===== config.mk =====
export PLATFORM = sky130hd
export DESIGN_NAME = mem_bus_master_flat
export DESIGN_NICKNAME = d
export VERILOG_FILES = /design/src/rtl/mem_bus_master_if.sv /design/src/rtl/mem_bus_master.sv /design/src/flat_wrapper.sv
export SDC_FILE = /design/constraint.sdc
export NUM_CORES = 1
export LEC_CHECK = 0
export CORE_ASPECT_RATIO = 0.8
export CORE_UTILIZATION = 38
export DETAILED_ROUTE_END_ITERATION = 7
export HOLD_SLACK_MARGIN = 0.08
export PLACE_DENSITY = 0.78
export SLEW_MARGIN = 20
export SYNTH_ARGS = -nofsm -noshare
export SYNTH_HDL_FRONTEND = slang
export SYNTH_SLANG_ARGS = --single-unit

===== constraint.sdc =====
create_clock -name clock -period 2.4 [get_ports clock]
set_clock_uncertainty 0.05 [all_clocks]
set_input_delay 0.48 -clock clock [delete_from_list [all_inputs] [get_ports clock]]
set_output_delay 0.48 -clock clock [all_outputs]
set_load 0.005 [all_outputs]

===== src/rtl/mem_bus_master_if.sv =====
// Request/response channel and memory-bus signals of the mem_bus_master initiator.
// The master modport is the initiator's view; slave is the CPU core plus memory side.
interface mem_bus_master_if;
  logic        req_valid;
  logic        req_ready;
  logic        req_rw;
  logic [31:0] req_addr;
  logic [31:0] req_wdata;
  logic        rsp_valid;
  logic        rsp_ready;
  logic [31:0] rsp_rdata;
  logic        rsp_err;
  logic        mem_en;
  logic        mem_rw;
  logic [31:0] mem_abus;
  logic [31:0] mem_dbus_out;
  logic [31:0] mem_dbus_in;

  modport master (
    input  req_valid, req_rw, req_addr, req_wdata, rsp_ready, mem_dbus_in,
    output req_ready, rsp_valid, rsp_rdata, rsp_err,
           mem_en, mem_rw, mem_abus, mem_dbus_out
  );

  modport slave (
    output req_valid, req_rw, req_addr, req_wdata, rsp_ready, mem_dbus_in,
    input  req_ready, rsp_valid, rsp_rdata, rsp_err,
           mem_en, mem_rw, mem_abus, mem_dbus_out
  );
endinterface


===== src/rtl/mem_bus_master.sv =====
// Single-outstanding initiator for the en/rw/abus/dbus word memory: one request in,
// a fixed-length bus access window, then one response out.
module mem_bus_master #(
  parameter int unsigned MEM_BYTES   = 128,
  parameter int unsigned WAIT_CYCLES = 1
) (
  input logic              clock,
  input logic              reset,
  mem_bus_master_if.master bus
);

  typedef enum logic [1:0] {IDLE, ACCESS, RESP} state_e;

  localparam logic [31:0] MAX_ADDR  = 32'(MEM_BYTES - 4);
  localparam logic [3:0]  WAIT_INIT = 4'(WAIT_CYCLES);

  state_e      state_q, state_d;
  logic [3:0]  wait_q, wait_d;
  logic        err_q, err_d;
  logic        rsp_valid_q, rsp_valid_d;
  logic        rsp_err_q, rsp_err_d;
  logic [31:0] rsp_rdata_q, rsp_rdata_d;
  logic        mem_en_q, mem_en_d;
  logic        mem_rw_q, mem_rw_d;
  logic [31:0] mem_abus_q, mem_abus_d;
  logic [31:0] mem_dbus_out_q, mem_dbus_out_d;

  logic req_fire;
  logic req_bad;

  assign bus.req_ready = (state_q == IDLE) && !reset;
  assign req_fire      = bus.req_valid && bus.req_ready;
  assign req_bad       = (bus.req_addr[1:0] != 2'b00) || (bus.req_addr > MAX_ADDR);

  always_comb begin
    // NOTE: every _d defaults to its _q first, so no branch can leave a signal unassigned and infer a latch.
    state_d        = state_q;
    wait_d         = wait_q;
    err_d          = err_q;
    rsp_valid_d    = rsp_valid_q;
    rsp_err_d      = rsp_err_q;
    rsp_rdata_d    = rsp_rdata_q;
    mem_en_d       = mem_en_q;
    mem_rw_d       = mem_rw_q;
    mem_abus_d     = mem_abus_q;
    mem_dbus_out_d = mem_dbus_out_q;

    case (state_q)
      IDLE: begin
        if (req_fire) begin
          state_d = ACCESS;
          if (req_bad) begin
            // A rejected request spends one ACCESS cycle with the bus idle, so the
            // error response appears one edge after accept.
            err_d  = 1'b1;
            wait_d = 4'd0;
          end else begin
            mem_en_d       = 1'b1;
            mem_rw_d       = bus.req_rw;
            mem_abus_d     = bus.req_addr;
            mem_dbus_out_d = bus.req_rw ? 32'd0 : bus.req_wdata;
            wait_d         = WAIT_INIT;
          end
        end
      end

      ACCESS: begin
        if (wait_q != 4'd0) begin
          wait_d = wait_q - 4'd1;
        end else begin
          rsp_rdata_d    = (mem_en_q && mem_rw_q) ? bus.mem_dbus_in : 32'd0;
          rsp_err_d      = err_q;
          rsp_valid_d    = 1'b1;
          err_d          = 1'b0;
          mem_en_d       = 1'b0;
          mem_rw_d       = 1'b1;
          mem_dbus_out_d = 32'd0;
          state_d        = RESP;
        end
      end

      RESP: begin
        if (bus.rsp_ready) begin
          rsp_valid_d = 1'b0;
          rsp_err_d   = 1'b0;
          state_d     = IDLE;
        end
      end

      default: state_d = IDLE;
    endcase
  end

  // NOTE: sequential state uses <= so every flop samples the pre-edge values of the others.
  always_ff @(posedge clock) begin
    if (reset) begin
      state_q        <= IDLE;
      wait_q         <= 4'd0;
      err_q          <= 1'b0;
      rsp_valid_q    <= 1'b0;
      rsp_err_q      <= 1'b0;
      rsp_rdata_q    <= 32'd0;
      mem_en_q       <= 1'b0;
      mem_rw_q       <= 1'b1;
      mem_abus_q     <= 32'd0;
      mem_dbus_out_q <= 32'd0;
    end else begin
      state_q        <= state_d;
      wait_q         <= wait_d;
      err_q          <= err_d;
      rsp_valid_q    <= rsp_valid_d;
      rsp_err_q      <= rsp_err_d;
      rsp_rdata_q    <= rsp_rdata_d;
      mem_en_q       <= mem_en_d;
      mem_rw_q       <= mem_rw_d;
      mem_abus_q     <= mem_abus_d;
      mem_dbus_out_q <= mem_dbus_out_d;
    end
  end

  assign bus.rsp_valid    = rsp_valid_q;
  assign bus.rsp_err      = rsp_err_q;
  assign bus.rsp_rdata    = rsp_rdata_q;
  assign bus.mem_en       = mem_en_q;
  assign bus.mem_rw       = mem_rw_q;
  assign bus.mem_abus     = mem_abus_q;
  assign bus.mem_dbus_out = mem_dbus_out_q;

endmodule


===== src/flat_wrapper.sv =====
// flat-port wrapper written by rule: the top's interface ports become plain ports
module mem_bus_master_flat 
#(
  parameter int unsigned MEM_BYTES   = 128,
  parameter int unsigned WAIT_CYCLES = 1
)
  (clock, reset, bus_req_valid, bus_req_rw, bus_req_addr, bus_req_wdata, bus_rsp_ready, bus_mem_dbus_in, bus_req_ready, bus_rsp_valid, bus_rsp_rdata, bus_rsp_err, bus_mem_en, bus_mem_rw, bus_mem_abus, bus_mem_dbus_out);
  mem_bus_master_if bus_i ();
  input logic clock;
  input logic reset;
  input wire logic [$bits(bus_i.req_valid)-1:0] bus_req_valid;
  input wire logic [$bits(bus_i.req_rw)-1:0] bus_req_rw;
  input wire logic [$bits(bus_i.req_addr)-1:0] bus_req_addr;
  input wire logic [$bits(bus_i.req_wdata)-1:0] bus_req_wdata;
  input wire logic [$bits(bus_i.rsp_ready)-1:0] bus_rsp_ready;
  input wire logic [$bits(bus_i.mem_dbus_in)-1:0] bus_mem_dbus_in;
  output wire logic [$bits(bus_i.req_ready)-1:0] bus_req_ready;
  output wire logic [$bits(bus_i.rsp_valid)-1:0] bus_rsp_valid;
  output wire logic [$bits(bus_i.rsp_rdata)-1:0] bus_rsp_rdata;
  output wire logic [$bits(bus_i.rsp_err)-1:0] bus_rsp_err;
  output wire logic [$bits(bus_i.mem_en)-1:0] bus_mem_en;
  output wire logic [$bits(bus_i.mem_rw)-1:0] bus_mem_rw;
  output wire logic [$bits(bus_i.mem_abus)-1:0] bus_mem_abus;
  output wire logic [$bits(bus_i.mem_dbus_out)-1:0] bus_mem_dbus_out;
  assign bus_i.req_valid = bus_req_valid;
  assign bus_i.req_rw = bus_req_rw;
  assign bus_i.req_addr = bus_req_addr;
  assign bus_i.req_wdata = bus_req_wdata;
  assign bus_i.rsp_ready = bus_rsp_ready;
  assign bus_i.mem_dbus_in = bus_mem_dbus_in;
  assign bus_req_ready = bus_i.req_ready;
  assign bus_rsp_valid = bus_i.rsp_valid;
  assign bus_rsp_rdata = bus_i.rsp_rdata;
  assign bus_rsp_err = bus_i.rsp_err;
  assign bus_mem_en = bus_i.mem_en;
  assign bus_mem_rw = bus_i.mem_rw;
  assign bus_mem_abus = bus_i.mem_abus;
  assign bus_mem_dbus_out = bus_i.mem_dbus_out;
  mem_bus_master #(.MEM_BYTES(MEM_BYTES), .WAIT_CYCLES(WAIT_CYCLES)) u_core (.clock(clock), .reset(reset), .bus(bus_i));
endmodule

==> run metrics <==
status complete, but fails checks; failing checks design-rule violations; root buf cell clkbuf_16; Worst R2R Start u_core.state_q[1]; Static Leak approximately 2.3 nW; Hold Crit Class flip-flop to flip-flop; Post-Route WL 10660 um; FFs w/ async S/R, synth 0; Clock Path Buffers 2; number of nets with antenna violations after routing 0; nets approximately 670; relative max-transition margin 0.6569; Main synth FF type dfxtp_1; pin count of the biggest net entering global routing 48; TritonCTS buffer count 9; Setup CP Type input pin to flip-flop; Final setup viols 0; fmax between 400 and 500 MHz; top-area cell type share of the netlist area 0.5891; final std cells w/o fill around 690; WHS Path Cells 2; commonest non-fill, non-tap cell in the layout clkdlybuf4s50_1; vias approximately 3400; PwrDens 571.9 mW/mm^2; clk slew on worst S/H paths around 0.07 ns; iteration-0 DRC count of the detailed router 217; Placed Cells about 670; Critical Path Source Type input pin; initial antenna violation count 0; final hold viol count 0; CTS sink count ~110; die height ~90 um; period utilisation layout 0.9598; hold_sp u_core.bus.rsp_rdata[19]; most frequent cells in the layout clkdlybuf4s50_1 (200), dfxtp_1 (107), nand2_1 (40); share of layout cells above drive strength 1 0.08581; crit path max fanout 17; mapped cell area roughly 0.0036 mm^2; Post-synth EDFFs 0; Top Ports between 200 and 250; initial core utilization 0.3972; peak supply drop 0.3741 mV; grt ovf 0; core area 0.009154 mm^2; minimum clock period between 2 and 2.5 ns; Antenna diodes 0; Final GP Congestion about 0.77; reg-to-reg setup timing slack 0.31 ns; Crit path required time around 2.6 ns; post-synthesis cell count between 300 and 400; fin. max-slew vios 0; max-cap viol count 0; Die Area roughly 0.01 mm^2; syn_nets roughly 460; Cell Rows 31; port buffer count between 200 and 250; DRC Markers 32; CTS tree built; Hold Path End u_core.bus.rsp_rdata[19]; Reg-to-Reg End u_core.bus.mem_dbus_out[2]; post-synthesis sequential area ratio 0.5891; flops & latches, synth 107; vias in the first global route around 3200; Reg2Reg Depth 7; Netlist cell types 32; Reg area ~0.0021 mm^2; Clock Latency Late Sink approximately 0.34 ns; Synth Warn # 0; Worst Path Arrival roughly 2.5 ns; Filler Cell Count about 730; half-perimeter wire length after placement around 7600 um; Setup TNS 0 ns; first-pass GRT wire length about 16000 um; CTS Hold Bufs 0; Critical Path End Type flip-flop; Area growth, synth to finish 69.17%; CTS H-Tree Depth 3; slew at the pin closest to its max-slew limit 0.5147 ns; total iterations of the first detailed-routing run 8; via/cell ratio about 5; GRT Total Usage 0.2033; die width 111.4 um; Syn Area/Cell 10.07 um^2; area of the multi-input gates around 0.0014 mm^2; Yosys top cell by area dfxtp_1; largest cells by area after synthesis dfxtp_1 (59%), a22o_1 (7.7%), a21oi_1 (5.4%); post-DR wirelength/cell roughly 16 um
## layout make-up
type                            count  share of cell area
Sequential cell                   107              0.3482
Inverter                            4            0.002441
Tap cell                          115             0.02339
Clock inverter                      6            0.008340
Clock buffer                       10             0.03723
Multi-Input combinational cell    222              0.2209
Timing Repair Buffer              222              0.3594
## worst max-delay path by stage
stage	start	to	slack, ns	cells past startpoint
final	bus_req_addr[10]	u_core.bus.mem_dbus_out[2]	0.1	8
after global routing	bus_req_addr[10]	u_core.bus.mem_dbus_out[24]	-0.02	8
after CTS	bus_req_addr[8]	u_core.bus.mem_dbus_out[24]	0.04	7
after detailed placement	bus_req_addr[8]	u_core.bus.mem_dbus_out[24]	-0.33	7
after global placement	bus_req_addr[7]	u_core.bus.mem_dbus_out[1]	-0.25	7
after floorplan	bus_req_addr[7]	u_core.bus.mem_abus[22]	0.24	6
## metal layers
layer / track usage / wire length [um]
met1: 0.2405 / 4406
met2: 0.3432 / 5107
met5: 0 / 0
met3: 0.07661 / 1029
met4: 0.07371 / 120
## cells by family after synthesis
kind of cell             after synthesis  share of synthesized area
flip-flops                           107                     0.5891
adder cells (fa/ha/maj)                2                   0.006881
AND/OR/NAND/NOR                      137                     0.2020
multiplexers                           7                    0.01927
XOR/XNOR                               2                   0.004818
buffers and inverters                 32                    0.04061
AO/OA/AOI/OAI                         74                     0.1373
## sequential cells by signal (all words and copies together) (netlist names)
name                     cells
u_core.bus.mem_abus         32
u_core.bus.mem_dbus_out     32
u_core.bus.rsp_rdata        32
u_core.wait_q                4
u_core.state_q               2
u_core.bus.mem_en            1
u_core.bus.mem_rw            1
u_core.bus.rsp_err           1
u_core.bus.rsp_valid         1
u_core.err_q                 1
## report_power, final
part | internal [mW] | switching, mW
Combinational | 0.197 | 0.134
Clock | 0.715 | 0.677
Sequential | 1.78 | 0.00980
Total | 2.70 | 0.821
## synthesized netlist by cell type, types with 5 or more instances
library cell and instances:
a21oi_1 39, and3_1 27, mux2i_1 7, nand3_1 34, nor2_1 11, nand2_1 40, a22o_1 32, dfxtp_1 107
nor3_1 5, nor4_2 5, clkbuf_1 21
## stage by stage
stage | utilization | worst slack [ns] | hold WS (ns) | total power [mW] | cell area [um^2]
2_1_floorplan | - | 0.2443 | 0.3820 | 1.934 | 3636
3_3_place_gp | 0.6342 | -0.2495 | 0.3868 | 2.160 | 5806
3_5_place_dp | 0.6342 | -0.3339 | 0.3937 | 2.167 | 5806
4_1_cts | 0.6648 | 0.03572 | 0.4036 | 3.549 | 6086
5_1_grt | 0.6720 | -0.02382 | 0.4245 | 3.637 | 6151
6_report | 0.6720 | 0.09655 | 0.4006 | 3.518 | 6151
## worst max-delay path: stages
cell	delay, ns
clkdlybuf4s50_1	0.43
nor4_2	0.30
nand4_1	0.22
or4_4	0.49
nor3_4	0.20
buf_4	0.14
buf_12	0.14
a22o_1	0.14
## what timing repair did
| item | in CTS | in global routing |
|---|---|---|
| endpoints found under the setup margin | 0 | 52 |
| resized for setup | 0 | 1 |
| buffers inserted | 0 | 3 |
Note: power is estimated with default switching activity, not from simulation.
